==> src/rtl/wb_port_arbiter_if.sv <==
// Writeback-port bundle between the execute/memory producers and the register-file write port.
// The arbiter uses the slave modport; the producer side (core or bench) uses the master modport.
interface wb_port_arbiter_if #(
    parameter int XLEN = 32,
    parameter int REGW = 5
);
    logic            alu_valid;
    logic [REGW-1:0] alu_rd;
    logic [XLEN-1:0] alu_data;
    logic            alu_ready;

    logic            jal_valid;
    logic [REGW-1:0] jal_rd;
    logic [XLEN-1:0] jal_data;
    logic            jal_ready;

    logic            ld_valid;
    logic [REGW-1:0] ld_rd;
    logic [XLEN-1:0] ld_data;

    logic            ldq_afull;
    logic            ldq_ovf;

    logic            rf_we;
    logic [REGW-1:0] rf_rd;
    logic [XLEN-1:0] rf_wdata;
    logic [1:0]      wb_sel;

    modport slave (
        input  alu_valid, alu_rd, alu_data,
        input  jal_valid, jal_rd, jal_data,
        input  ld_valid, ld_rd, ld_data,
        output alu_ready, jal_ready,
        output ldq_afull, ldq_ovf,
        output rf_we, rf_rd, rf_wdata, wb_sel
    );

    modport master (
        output alu_valid, alu_rd, alu_data,
        output jal_valid, jal_rd, jal_data,
        output ld_valid, ld_rd, ld_data,
        input  alu_ready, jal_ready,
        input  ldq_afull, ldq_ovf,
        input  rf_we, rf_rd, rf_wdata, wb_sel
    );
endinterface

==> src/rtl/wb_port_arbiter.sv <==
// Register-file write-port arbiter: ALU, JAL link and a load-return FIFO share one write per cycle.
// Optional macro WB_ARB_STATS_EN adds saturating stall / force-entry statistics outputs.
module wb_port_arbiter #(
    parameter int XLEN         = 32,
    parameter int REGW         = 5,
    parameter int LDQ_DEPTH    = 2,
    parameter int STARVE_LIMIT = 3
) (
    input  logic                   clk,
    input  logic                   rst_n,
    wb_port_arbiter_if.slave       bus
`ifdef WB_ARB_STATS_EN
    ,
    output logic [15:0]            stat_ld_stall,
    output logic [15:0]            stat_force
`endif
);
    localparam int PTRW = (LDQ_DEPTH > 1) ? $clog2(LDQ_DEPTH) : 1;
    localparam int CNTW = PTRW + 1;
    localparam int STW  = $clog2(STARVE_LIMIT + 1);

    localparam logic [CNTW-1:0] DEPTH_C = CNTW'(LDQ_DEPTH);
    localparam logic [CNTW-1:0] AFULL_C = CNTW'(LDQ_DEPTH - 1);
    localparam logic [STW-1:0]  LIMIT_C = STW'(STARVE_LIMIT);

    localparam logic [1:0] SEL_ALU = 2'b00;
    localparam logic [1:0] SEL_LD  = 2'b01;
    localparam logic [1:0] SEL_JAL = 2'b10;

    typedef enum logic [0:0] {
        ST_NORMAL = 1'b0,
        ST_FORCE  = 1'b1
    } state_e;

    state_e          r_state;
    state_e          w_state_nxt;
    logic [STW-1:0]  r_starve;
    logic [STW-1:0]  w_starve_nxt;

    logic [REGW-1:0] r_ldq_rd   [LDQ_DEPTH];
    logic [XLEN-1:0] r_ldq_data [LDQ_DEPTH];
    logic [PTRW-1:0] r_wptr;
    logic [PTRW-1:0] r_rptr;
    logic [CNTW-1:0] r_count;
    logic [CNTW-1:0] w_count_nxt;
    logic            r_ldq_afull;
    logic            r_ldq_ovf;

    logic            w_head_vld;
    logic            w_full;
    logic            w_push_ok;
    logic            w_ovf_evt;

    logic            w_gnt_fifo;
    logic            w_gnt_jal;
    logic            w_gnt_alu;
    logic            w_any_gnt;

    logic [REGW-1:0] w_sel_rd;
    logic [XLEN-1:0] w_sel_data;
    logic [1:0]      w_sel_src;

    logic            r_rf_we;
    logic [REGW-1:0] r_rf_rd;
    logic [XLEN-1:0] r_rf_wdata;
    logic [1:0]      r_wb_sel;

    assign w_head_vld = (r_count != {CNTW{1'b0}});
    assign w_full     = (r_count == DEPTH_C);

    // Grant selection and next arbitration state; grants are only ever made from registered FIFO state.
    always_comb begin
        w_gnt_fifo   = 1'b0;
        w_gnt_jal    = 1'b0;
        w_gnt_alu    = 1'b0;
        w_state_nxt  = ST_NORMAL;
        w_starve_nxt = {STW{1'b0}};
        if (rst_n) begin
            case (r_state)
                ST_FORCE: begin
                    if (bus.jal_valid) begin
                        w_gnt_jal = 1'b1;
                    end else if (bus.alu_valid) begin
                        w_gnt_alu = 1'b1;
                    end else if (w_head_vld) begin
                        w_gnt_fifo = 1'b1;
                    end else begin
                        w_gnt_fifo = 1'b0;
                    end
                    w_state_nxt  = ST_NORMAL;
                    w_starve_nxt = {STW{1'b0}};
                end
                ST_NORMAL: begin
                    if (w_head_vld) begin
                        w_gnt_fifo = 1'b1;
                    end else if (bus.jal_valid) begin
                        w_gnt_jal = 1'b1;
                    end else if (bus.alu_valid) begin
                        w_gnt_alu = 1'b1;
                    end else begin
                        w_gnt_fifo = 1'b0;
                    end
                    // Only a denial caused by the FIFO counts toward starvation.
                    if (w_gnt_jal || w_gnt_alu || !(bus.alu_valid || bus.jal_valid)) begin
                        w_starve_nxt = {STW{1'b0}};
                    end else if (w_gnt_fifo) begin
                        w_starve_nxt = r_starve + STW'(1);
                    end else begin
                        w_starve_nxt = r_starve;
                    end
                    if (w_starve_nxt >= LIMIT_C) begin
                        w_state_nxt = ST_FORCE;
                    end else begin
                        w_state_nxt = ST_NORMAL;
                    end
                end
                default: begin
                    w_state_nxt  = ST_NORMAL;
                    w_starve_nxt = {STW{1'b0}};
                end
            endcase
        end else begin
            w_state_nxt  = ST_NORMAL;
            w_starve_nxt = {STW{1'b0}};
        end
    end

    assign w_any_gnt     = w_gnt_fifo | w_gnt_jal | w_gnt_alu;
    assign bus.alu_ready = w_gnt_alu;
    assign bus.jal_ready = w_gnt_jal;

    // Mux the granted source onto the write-port inputs; without a grant the old values are kept.
    always_comb begin
        w_sel_rd   = r_rf_rd;
        w_sel_data = r_rf_wdata;
        w_sel_src  = r_wb_sel;
        if (w_gnt_fifo) begin
            w_sel_rd   = r_ldq_rd[r_rptr];
            w_sel_data = r_ldq_data[r_rptr];
            w_sel_src  = SEL_LD;
        end else if (w_gnt_jal) begin
            w_sel_rd   = bus.jal_rd;
            w_sel_data = bus.jal_data;
            w_sel_src  = SEL_JAL;
        end else if (w_gnt_alu) begin
            w_sel_rd   = bus.alu_rd;
            w_sel_data = bus.alu_data;
            w_sel_src  = SEL_ALU;
        end else begin
            w_sel_rd   = r_rf_rd;
            w_sel_data = r_rf_wdata;
            w_sel_src  = r_wb_sel;
        end
    end

    // Load FIFO occupancy update; a pop frees the slot so push-at-full with pop is legal.
    always_comb begin
        w_push_ok   = rst_n & bus.ld_valid & (~w_full | w_gnt_fifo);
        w_ovf_evt   = rst_n & bus.ld_valid & w_full & ~w_gnt_fifo;
        w_count_nxt = r_count;
        case ({w_push_ok, w_gnt_fifo})
            2'b10:   w_count_nxt = r_count + CNTW'(1);
            2'b01:   w_count_nxt = r_count - CNTW'(1);
            default: w_count_nxt = r_count;
        endcase
    end

    // Arbitration state register and starvation counter.
    always_ff @(posedge clk) begin
        if (!rst_n) begin
            r_state  <= ST_NORMAL;
            r_starve <= {STW{1'b0}};
        end else begin
            r_state  <= w_state_nxt;
            r_starve <= w_starve_nxt;
        end
    end

    // FIFO pointers, occupancy and status flags.
    always_ff @(posedge clk) begin
        if (!rst_n) begin
            r_wptr      <= {PTRW{1'b0}};
            r_rptr      <= {PTRW{1'b0}};
            r_count     <= {CNTW{1'b0}};
            r_ldq_afull <= 1'b0;
            r_ldq_ovf   <= 1'b0;
        end else begin
            if (w_push_ok) begin
                r_wptr <= r_wptr + PTRW'(1);
            end
            if (w_gnt_fifo) begin
                r_rptr <= r_rptr + PTRW'(1);
            end
            r_count     <= w_count_nxt;
            r_ldq_afull <= (w_count_nxt >= AFULL_C);
            r_ldq_ovf   <= r_ldq_ovf | w_ovf_evt;
        end
    end

    // FIFO storage; contents of empty slots are don't-care so no reset is needed.
    always_ff @(posedge clk) begin
        if (w_push_ok) begin
            r_ldq_rd[r_wptr]   <= bus.ld_rd;
            r_ldq_data[r_wptr] <= bus.ld_data;
        end
    end

    // Registered write port; x0 grants still update the select but never raise the write enable.
    always_ff @(posedge clk) begin
        if (!rst_n) begin
            r_rf_we    <= 1'b0;
            r_rf_rd    <= {REGW{1'b0}};
            r_rf_wdata <= {XLEN{1'b0}};
            r_wb_sel   <= SEL_ALU;
        end else begin
            r_rf_we    <= w_any_gnt & (w_sel_rd != {REGW{1'b0}});
            r_rf_rd    <= w_sel_rd;
            r_rf_wdata <= w_sel_data;
            r_wb_sel   <= w_sel_src;
        end
    end

    assign bus.rf_we     = r_rf_we;
    assign bus.rf_rd     = r_rf_rd;
    assign bus.rf_wdata  = r_rf_wdata;
    assign bus.wb_sel    = r_wb_sel;
    assign bus.ldq_afull = r_ldq_afull;
    assign bus.ldq_ovf   = r_ldq_ovf;

`ifdef WB_ARB_STATS_EN
    logic [15:0] r_stat_ld_stall;
    logic [15:0] r_stat_force;
    logic        w_core_denied;
    logic        w_force_entry;

    assign w_core_denied = (bus.alu_valid & ~w_gnt_alu) | (bus.jal_valid & ~w_gnt_jal);
    assign w_force_entry = (r_state == ST_NORMAL) & (w_state_nxt == ST_FORCE);

    // Saturating statistics counters.
    always_ff @(posedge clk) begin
        if (!rst_n) begin
            r_stat_ld_stall <= 16'h0000;
            r_stat_force    <= 16'h0000;
        end else begin
            if (w_core_denied && (r_stat_ld_stall != 16'hFFFF)) begin
                r_stat_ld_stall <= r_stat_ld_stall + 16'h0001;
            end
            if (w_force_entry && (r_stat_force != 16'hFFFF)) begin
                r_stat_force <= r_stat_force + 16'h0001;
            end
        end
    end

    assign stat_ld_stall = r_stat_ld_stall;
    assign stat_force    = r_stat_force;
`endif

endmodule

==> src/flat_wrapper.sv <==
// flat-port wrapper written by rule: the top's interface ports become plain ports
module wb_port_arbiter_flat 
#(
    parameter int XLEN         = 32,
    parameter int REGW         = 5,
    parameter int LDQ_DEPTH    = 2,
    parameter int STARVE_LIMIT = 3
)
  (clk, rst_n, bus_alu_valid, bus_alu_rd, bus_alu_data, bus_jal_valid, bus_jal_rd, bus_jal_data, bus_ld_valid, bus_ld_rd, bus_ld_data, bus_alu_ready, bus_jal_ready, bus_ldq_afull, bus_ldq_ovf, bus_rf_we, bus_rf_rd, bus_rf_wdata, bus_wb_sel);
  wb_port_arbiter_if #(.XLEN(XLEN), .REGW(REGW)) bus_i ();
  input  logic clk;
  input  logic rst_n;
  input wire logic [$bits(bus_i.alu_valid)-1:0] bus_alu_valid;
  input wire logic [$bits(bus_i.alu_rd)-1:0] bus_alu_rd;
  input wire logic [$bits(bus_i.alu_data)-1:0] bus_alu_data;
  input wire logic [$bits(bus_i.jal_valid)-1:0] bus_jal_valid;
  input wire logic [$bits(bus_i.jal_rd)-1:0] bus_jal_rd;
  input wire logic [$bits(bus_i.jal_data)-1:0] bus_jal_data;
  input wire logic [$bits(bus_i.ld_valid)-1:0] bus_ld_valid;
  input wire logic [$bits(bus_i.ld_rd)-1:0] bus_ld_rd;
  input wire logic [$bits(bus_i.ld_data)-1:0] bus_ld_data;
  output wire logic [$bits(bus_i.alu_ready)-1:0] bus_alu_ready;
  output wire logic [$bits(bus_i.jal_ready)-1:0] bus_jal_ready;
  output wire logic [$bits(bus_i.ldq_afull)-1:0] bus_ldq_afull;
  output wire logic [$bits(bus_i.ldq_ovf)-1:0] bus_ldq_ovf;
  output wire logic [$bits(bus_i.rf_we)-1:0] bus_rf_we;
  output wire logic [$bits(bus_i.rf_rd)-1:0] bus_rf_rd;
  output wire logic [$bits(bus_i.rf_wdata)-1:0] bus_rf_wdata;
  output wire logic [$bits(bus_i.wb_sel)-1:0] bus_wb_sel;
  assign bus_i.alu_valid = bus_alu_valid;
  assign bus_i.alu_rd = bus_alu_rd;
  assign bus_i.alu_data = bus_alu_data;
  assign bus_i.jal_valid = bus_jal_valid;
  assign bus_i.jal_rd = bus_jal_rd;
  assign bus_i.jal_data = bus_jal_data;
  assign bus_i.ld_valid = bus_ld_valid;
  assign bus_i.ld_rd = bus_ld_rd;
  assign bus_i.ld_data = bus_ld_data;
  assign bus_alu_ready = bus_i.alu_ready;
  assign bus_jal_ready = bus_i.jal_ready;
  assign bus_ldq_afull = bus_i.ldq_afull;
  assign bus_ldq_ovf = bus_i.ldq_ovf;
  assign bus_rf_we = bus_i.rf_we;
  assign bus_rf_rd = bus_i.rf_rd;
  assign bus_rf_wdata = bus_i.rf_wdata;
  assign bus_wb_sel = bus_i.wb_sel;
  wb_port_arbiter #(.XLEN(XLEN), .REGW(REGW), .LDQ_DEPTH(LDQ_DEPTH), .STARVE_LIMIT(STARVE_LIMIT)) u_core (.clk(clk), .rst_n(rst_n), .bus(bus_i));
endmodule
==> config.mk <==
export PLATFORM = sky130hd
export DESIGN_NAME = wb_port_arbiter_flat
export DESIGN_NICKNAME = d
export VERILOG_FILES = /design/src/rtl/wb_port_arbiter_if.sv /design/src/rtl/wb_port_arbiter.sv /design/src/flat_wrapper.sv
export SDC_FILE = /design/constraint.sdc
export NUM_CORES = 1
export LEC_CHECK = 0
export CAP_MARGIN = 20
export CORE_ASPECT_RATIO = 1.5
export CORE_MARGIN = 3
export CORE_UTILIZATION = 45
export DETAILED_ROUTE_END_ITERATION = 10
export MAX_ROUTING_LAYER = met4
export PLACE_DENSITY = 0.76
export SLEW_MARGIN = 25
export SYNTH_ARGS = -nofsm -noshare
export SYNTH_HDL_FRONTEND = slang
export SYNTH_SLANG_ARGS = --single-unit
export TNS_END_PERCENT = 10
==> constraint.sdc <==
create_clock -name clk -period 3.95 [get_ports clk]
set_input_delay 0.79 -clock clk [delete_from_list [all_inputs] [get_ports clk]]
set_output_delay 0.79 -clock clk [all_outputs]
set_load 0.005 [all_outputs]
==> results of run 1 <==
## power breakdown
group | internal, mW | total (mW) | switching (mW)
registers | 1.44 | 1.49 | 0.0419
clock network | 0.920 | 1.45 | 0.532
logic | 0.235 | 0.372 | 0.137
## worst paths after layout
kind / end / slack, ps / start / cells after the start
max: bus_alu_ready / 580 / bus_jal_valid / 5
min: u_core.bus.rf_wdata[14] / 450 / u_core.bus.rf_wdata[14] / 2
max reg2reg: u_core.bus.rf_we / 1680 / u_core.r_count[0] / 7
min reg2reg: u_core.bus.rf_wdata[14] / 450 / u_core.bus.rf_wdata[14] / 2
## through the flow
stage	setup WS (ps)	hold slack (ps)	instances
2_1_floorplan	458.8	427.7	379
4_1_cts	608.0	454.6	700
6_report	581.9	449.4	701
5_1_grt	510.5	467.2	701
3_3_place_gp	647.7	438.6	668
3_5_place_dp	623.5	447.0	668
## layer usage
layer,routed length [um],vias to the layer above
li1,-,1789
met1,4607,1761
met2,6794,145
met3,816,29
met4,393,0
met5,0,-
## critical path, stage by stage
cell and delay, ps:
clkdlybuf4s50_1 610, and3b_2 370, nand2_2 150, inv_1 150, clkdlybuf4s50_1 510
## sequential cells by signal, summed over array words and instances, names as in the netlist, named ones only
signal                cells
u_core.bus.rf_wdata      32
u_core.bus.ldq_afull      1
u_core.r_count            2
u_core.r_ldq_rd          10
u_core.r_rptr             1
u_core.r_wptr             1
u_core.r_starve           2
u_core.bus.ldq_ovf        1
u_core.r_ldq_data        64
u_core.r_state            1
u_core.bus.rf_we          1
u_core.bus.rf_rd          5
u_core.bus.wb_sel         2
## logic make-up after synthesis
family,Yosys count
flip-flops,124
AO/OA/AOI/OAI,102
AND/OR/NAND/NOR,92
multiplexers,30
buffers and inverters,29
XOR/XNOR,2
## layout make-up
type                    count  area share
inverters                   5    0.002942
repair buffers            169      0.2305
clock inverters            12     0.01713
diodes                      1   0.0003461
flip-flops and latches    124      0.4463
well taps                 144     0.02492
clock buffers              20     0.06039
multi-input cells         226      0.2175
## synthesized netlist by cell type, types with 2 or more instances
| library cell | count |
|---|---|
| buf_2 | 9 |
| mux2_2 | 5 |
| nor2b_1 | 11 |
| edfxtp_1 | 74 |
| o22ai_1 | 6 |
| a21boi_1 | 4 |
| mux2i_1 | 25 |
| and2_1 | 3 |
| buf_6 | 2 |
| a21oi_1 | 8 |
| a211oi_1 | 11 |
| a221o_1 | 23 |
| o21ai_1 | 3 |
| nor4_1 | 2 |
| o22a_1 | 2 |
| a2111oi_1 | 5 |
| a311o_1 | 7 |
| inv_1 | 3 |
| dfxtp_1 | 50 |
| o21ai_0 | 26 |
| nand3_1 | 3 |
| nor2_1 | 6 |
| buf_4 | 4 |
| and3_1 | 5 |
| nor3_1 | 2 |
| nor3b_1 | 3 |
| clkbuf_1 | 9 |
| nand2_1 | 49 |
==> impl_metrics.toml, run 1 <==
[status]
status = "finished clean"

[placed_design]
hpwl_um = 8791
io_buffers = 159
place_area_um2 = 6665
gp_congestion = 0.8436

[yosys]
seq_area_frac_synth = 0.6528
ys_ff_latch = 124
synth_fa_ha_area_frac = 0
synth_nets = 495
synth_top_area_cell = "edfxtp_1"
syn_inst = 379
synth_compound_gate_area_share = 0.1561
yosys-top-cells-area = "edfxtp_1 45%, dfxtp_1 20%, mux2i_1 5.1%"
synthDistinctLibCells = 47
yosys_warnings = 0
synth-simple-area-share = 0.09453
synth_top_family_by_area = "compound AO/OA/AOI/OAI gates"
synth_edf_count = 74
synth_xor_area_frac = 0.003548
yosysTopAreaCellShare = 0.4501
synth_ff_type = "edfxtp_1"
muxShareOfSynthArea = 0.06209
postSynth.asyncResetShare = 0
synth.avg_cell_area_um2 = 13.03
syn_area_um2 = 4937

[sta]
slew_violations = 0
worst_pin_slew_ps = 643.9
relSlewSlack = 0.5707
skew_ps = 7.995
timing.fmax_ghz = 0.2969
fin_crit_ps = 3368
hold_viol_final = 0
finalSetupViolCount = 0
fin_crit_sh = 0.8527
rsz0062_at_grt = "no"
setup-tns-final_ps = 0

[route]
dr.pass1.iters = 4
wl_um = 12610
drcViolationCount = 0
avgRoutedWirePerCell_um = 17.99
drt_iter0_drc = 159
vias = 3724
viasPerCell = 5.312
antenna_left = 0

[final_layout]
drive_above_1_share = 0.09532
layout.area.seq_um2 = 3227
postLayoutCellArea_um2 = 7231
final_common_cell = "clkdlybuf4s50_1"
synthToLayoutAreaGrowth_pct = 46.45
final_cell_mix = "159 x clkdlybuf4s50_1, 74 x edfxtp_1, 49 x nand2_1, 49 x dfxtp_1, 26 x o21ai_0"
multi_input_area_um2 = 1573
fill_cells = 771
fin_nets = 659
post-route-util = 0.6791

[critical_path]
crit_path_end_kind = "output pin"
path_max_fanout = 9
arrival_ps = 2580
critPathKind = "in2out"
startpoint_type = "input port"
required_ps = 3160

[power_and_ir_drop]
powerDensity_nw_per_um2 = 457.9
leakagePower_nw = 2.514
peakVddDrop_v = 0.0003255
power_mw = 3.311

[cts]
clk_pin_slew_ps = 50
insertion_delay_ps = 410
htreeDepth = 4
clockRootBuffer = "clkbuf_16"
cts_tree = "built"
cts_setup_buffers = 0
hold_buffers = 0
cts_inserted_buffers = 17
cts_resized = 0
clock_tree.buffer_depth = 2
clkSinkCount = 124

[global_routing]
gr-usage-all-layers = 0.2151
use_met2 = 0.3693
antenna_found_initial = 1
grt_pass1_vias = 3877
grt_first_pass_wirelength_um = 19470
globalRouteOverflowTotal = 0
use_met3 = 0.06790
met1_usage = 0.2173
busiest_layer = "met2"
grt_max_degree = 46

[hold_path]
hp-class = "reg2reg"

[flow_run]
drv_cap = 0

[floorplanning]
die_w_um = 91.53
coreArea_um2 = 10650
dieHeight_um = 134.3
start_util = 0.4637
die-area_um2 = 12290
io_pins = 160
rows = 46
No activity file was read; power rests on OpenSTA's default activity.
==> inputs of run 2 (changes only) <==
--- a/config.mk
+++ b/config.mk
@@ -5,7 +5,6 @@
 export SDC_FILE = /design/constraint.sdc
 export NUM_CORES = 1
 export LEC_CHECK = 0
-export CAP_MARGIN = 20
 export CORE_ASPECT_RATIO = 1.5
 export CORE_MARGIN = 3
 export CORE_UTILIZATION = 45
==> results of run 2 <==
No change in the layout: final DEF, timing and power equal those of run 1.
==> inputs of run 3 (changes only) <==
--- a/config.mk
+++ b/config.mk
@@ -6,11 +6,10 @@
 export NUM_CORES = 1
 export LEC_CHECK = 0
 export CORE_ASPECT_RATIO = 1.5
-export CORE_MARGIN = 3
 export CORE_UTILIZATION = 45
 export DETAILED_ROUTE_END_ITERATION = 10
 export MAX_ROUTING_LAYER = met4
-export PLACE_DENSITY = 0.76
+export PLACE_DENSITY = 0.82
 export SLEW_MARGIN = 25
 export SYNTH_ARGS = -nofsm -noshare
 export SYNTH_HDL_FRONTEND = slang
==> impl_metrics.toml, run 3 (synthesis results as in run 1) <==
[status]
status = "finished clean"

[route]
top_layer = "met4"
viasPerCell = 5.417
wl_um = 12700
routedLengthMet1_um = 4563
drt_iter0_drc = 223
antenna_left = 0
dr.pass1.iters = 4
vias = 3792
drcViolationCount = 0
wl_met3_um = 647
met2_length_um = 7076
avgRoutedWirePerCell_um = 18.15

[global_routing]
globalRouteOverflowTotal = 0
grt_pass1_vias = 3931
grt_first_pass_wirelength_um = 19340
grt_max_degree = 46
gr-usage-all-layers = 0.2387
antenna_found_initial = 0

[placed_design]
hpwl_um = 8818
io_buffers = 159
gp_congestion = 0.8570
place_area_um2 = 6660
placed_cells = 667

[sta]
relSlewSlack = 0.5112
fin_crit_sh = 0.8455
fin_crit_ps = 3340
slew_violations = 0
timing.fmax_ghz = 0.2994
finalSetupViolCount = 0
worst_pin_slew_ps = 731.3
setup-tns-final_ps = 0
rsz0062_at_grt = "no"
hold_viol_final = 0
skew_ps = 10.10

[floorplanning]
rows = 46
die_w_um = 87.53
start_util = 0.4637
dieHeight_um = 130.3
coreArea_um2 = 10650
die-area_um2 = 11400
io_pins = 160

[critical_path]
crit_family = "buffers and inverters"
cp_common_cell = "clkdlybuf4s50_1"
crit_path_end_kind = "output pin"
crit_slowest_cell = "clkdlybuf4s50_1"
cp_slowest_stage_delay_ps = 600
path_max_fanout = 9
critPathKind = "in2out"
startpoint_type = "input port"
cp_cell_sequence = "clkdlybuf4s50_1 -> and3b_2 -> nand2_2 -> inv_1 -> clkdlybuf4s50_1"
worstPathBufferInverterCount = 3
arrival_ps = 2550
required_ps = 3160

[final_layout]
largest_register_ffs = 64
drive_above_1_share = 0.09730
stdcell_count = 700
fill_cells = 766
postLayoutCellArea_um2 = 7214
final_common_cell = "clkdlybuf4s50_1"
fin_nets = 658
final_cell_mix = "159 x clkdlybuf4s50_1, 74 x edfxtp_1, 49 x nand2_1, 49 x dfxtp_1, 26 x o21ai_0"
regMostFlops = "u_core.r_ldq_data"
synthToLayoutAreaGrowth_pct = 46.12

[cts]
hold_buffers = 0
cts_setup_buffers = 0
htreeDepth = 4
cts_resized = 0
cts_inserted_buffers = 17
insertion_delay_ps = 410
clockRootBuffer = "clkbuf_16"
cts_tree = "built"
clk_pin_slew_ps = 50
clock_tree.buffer_depth = 2
clkSinkCount = 124

[hold_path]
hp-class = "reg2reg"

[power_and_ir_drop]
leakagePower_nw = 2.533
power_mw = 3.291
powerDensity_nw_per_um2 = 456.1
peakVddDrop_v = 0.0003512

[flow_run]
drv_cap = 0
[run 3: cell count changes in the layout (fill, tap and decap cells not counted), sizes merged]
cell	change
clkinvlp	-5
clkinv	+4
bufinv	-1
buf	-1
inv	+2
[run 3: final cells by class]
class | count | area [um^2] | area share
clock buffers | 20 | 457.9 | 0.06348
flip-flops and latches | 124 | 3227 | 0.4473
well taps | 144 | 180.2 | 0.02497
multi-input cells | 226 | 1573 | 0.2180
diodes | 1 | 2.502 | 0.0003469
clock inverters | 12 | 93.84 | 0.01301
inverters | 5 | 21.27 | 0.002948
repair buffers | 168 | 1659 | 0.2300
[run 3: through the flow]
step / hold slack [ps] / util / setup WS, ps
6_report: 449.7 / 0.6776 / 610.4
5_1_grt: 464.3 / 0.6773 / 523.2
4_1_cts: 450.5 / 0.6773 / 623.6
3_5_place_dp: 443.2 / 0.6255 / 640.4
3_3_place_gp: 438.7 / 0.6253 / 653.0
2_1_floorplan: 427.7 / - / 458.8
[run 3: final timing paths]
| path | depth (start not counted) | endpoint | startpoint | slack, ps |
|---|---|---|---|---|
| worst max-delay path | 5 | bus_alu_ready | bus_jal_valid | 610 |
| worst min-delay path | 2 | u_core.bus.rf_wdata[19] | u_core.bus.rf_wdata[19] | 450 |
| worst max register to register | 7 | u_core.bus.rf_we | u_core.r_count[0] | 1510 |
| worst min register to register | 2 | u_core.bus.rf_wdata[19] | u_core.bus.rf_wdata[19] | 450 |
[run 3: routing by layer]
metal,up-vias,track usage
li1,1785,-
met1,1840,0.2335
met4,0,0.1311
met2,139,0.4233
met5,-,-
met3,28,0.06325
[run 3: worst reg2reg max path, delay by kind of cell (launching register included)]
family	cells	cell delay, ps
and+or+nand+nor	1	250
DFF	1	620
buffers and inverters	2	300
AOI/OAI and AO/OA	4	1130
[run 3: power breakdown]
part           internal (mW)  switching [mW]  total [mW]
Combinational          0.234           0.139       0.373
Sequential              1.45          0.0442        1.49
Clock                  0.894           0.534        1.43
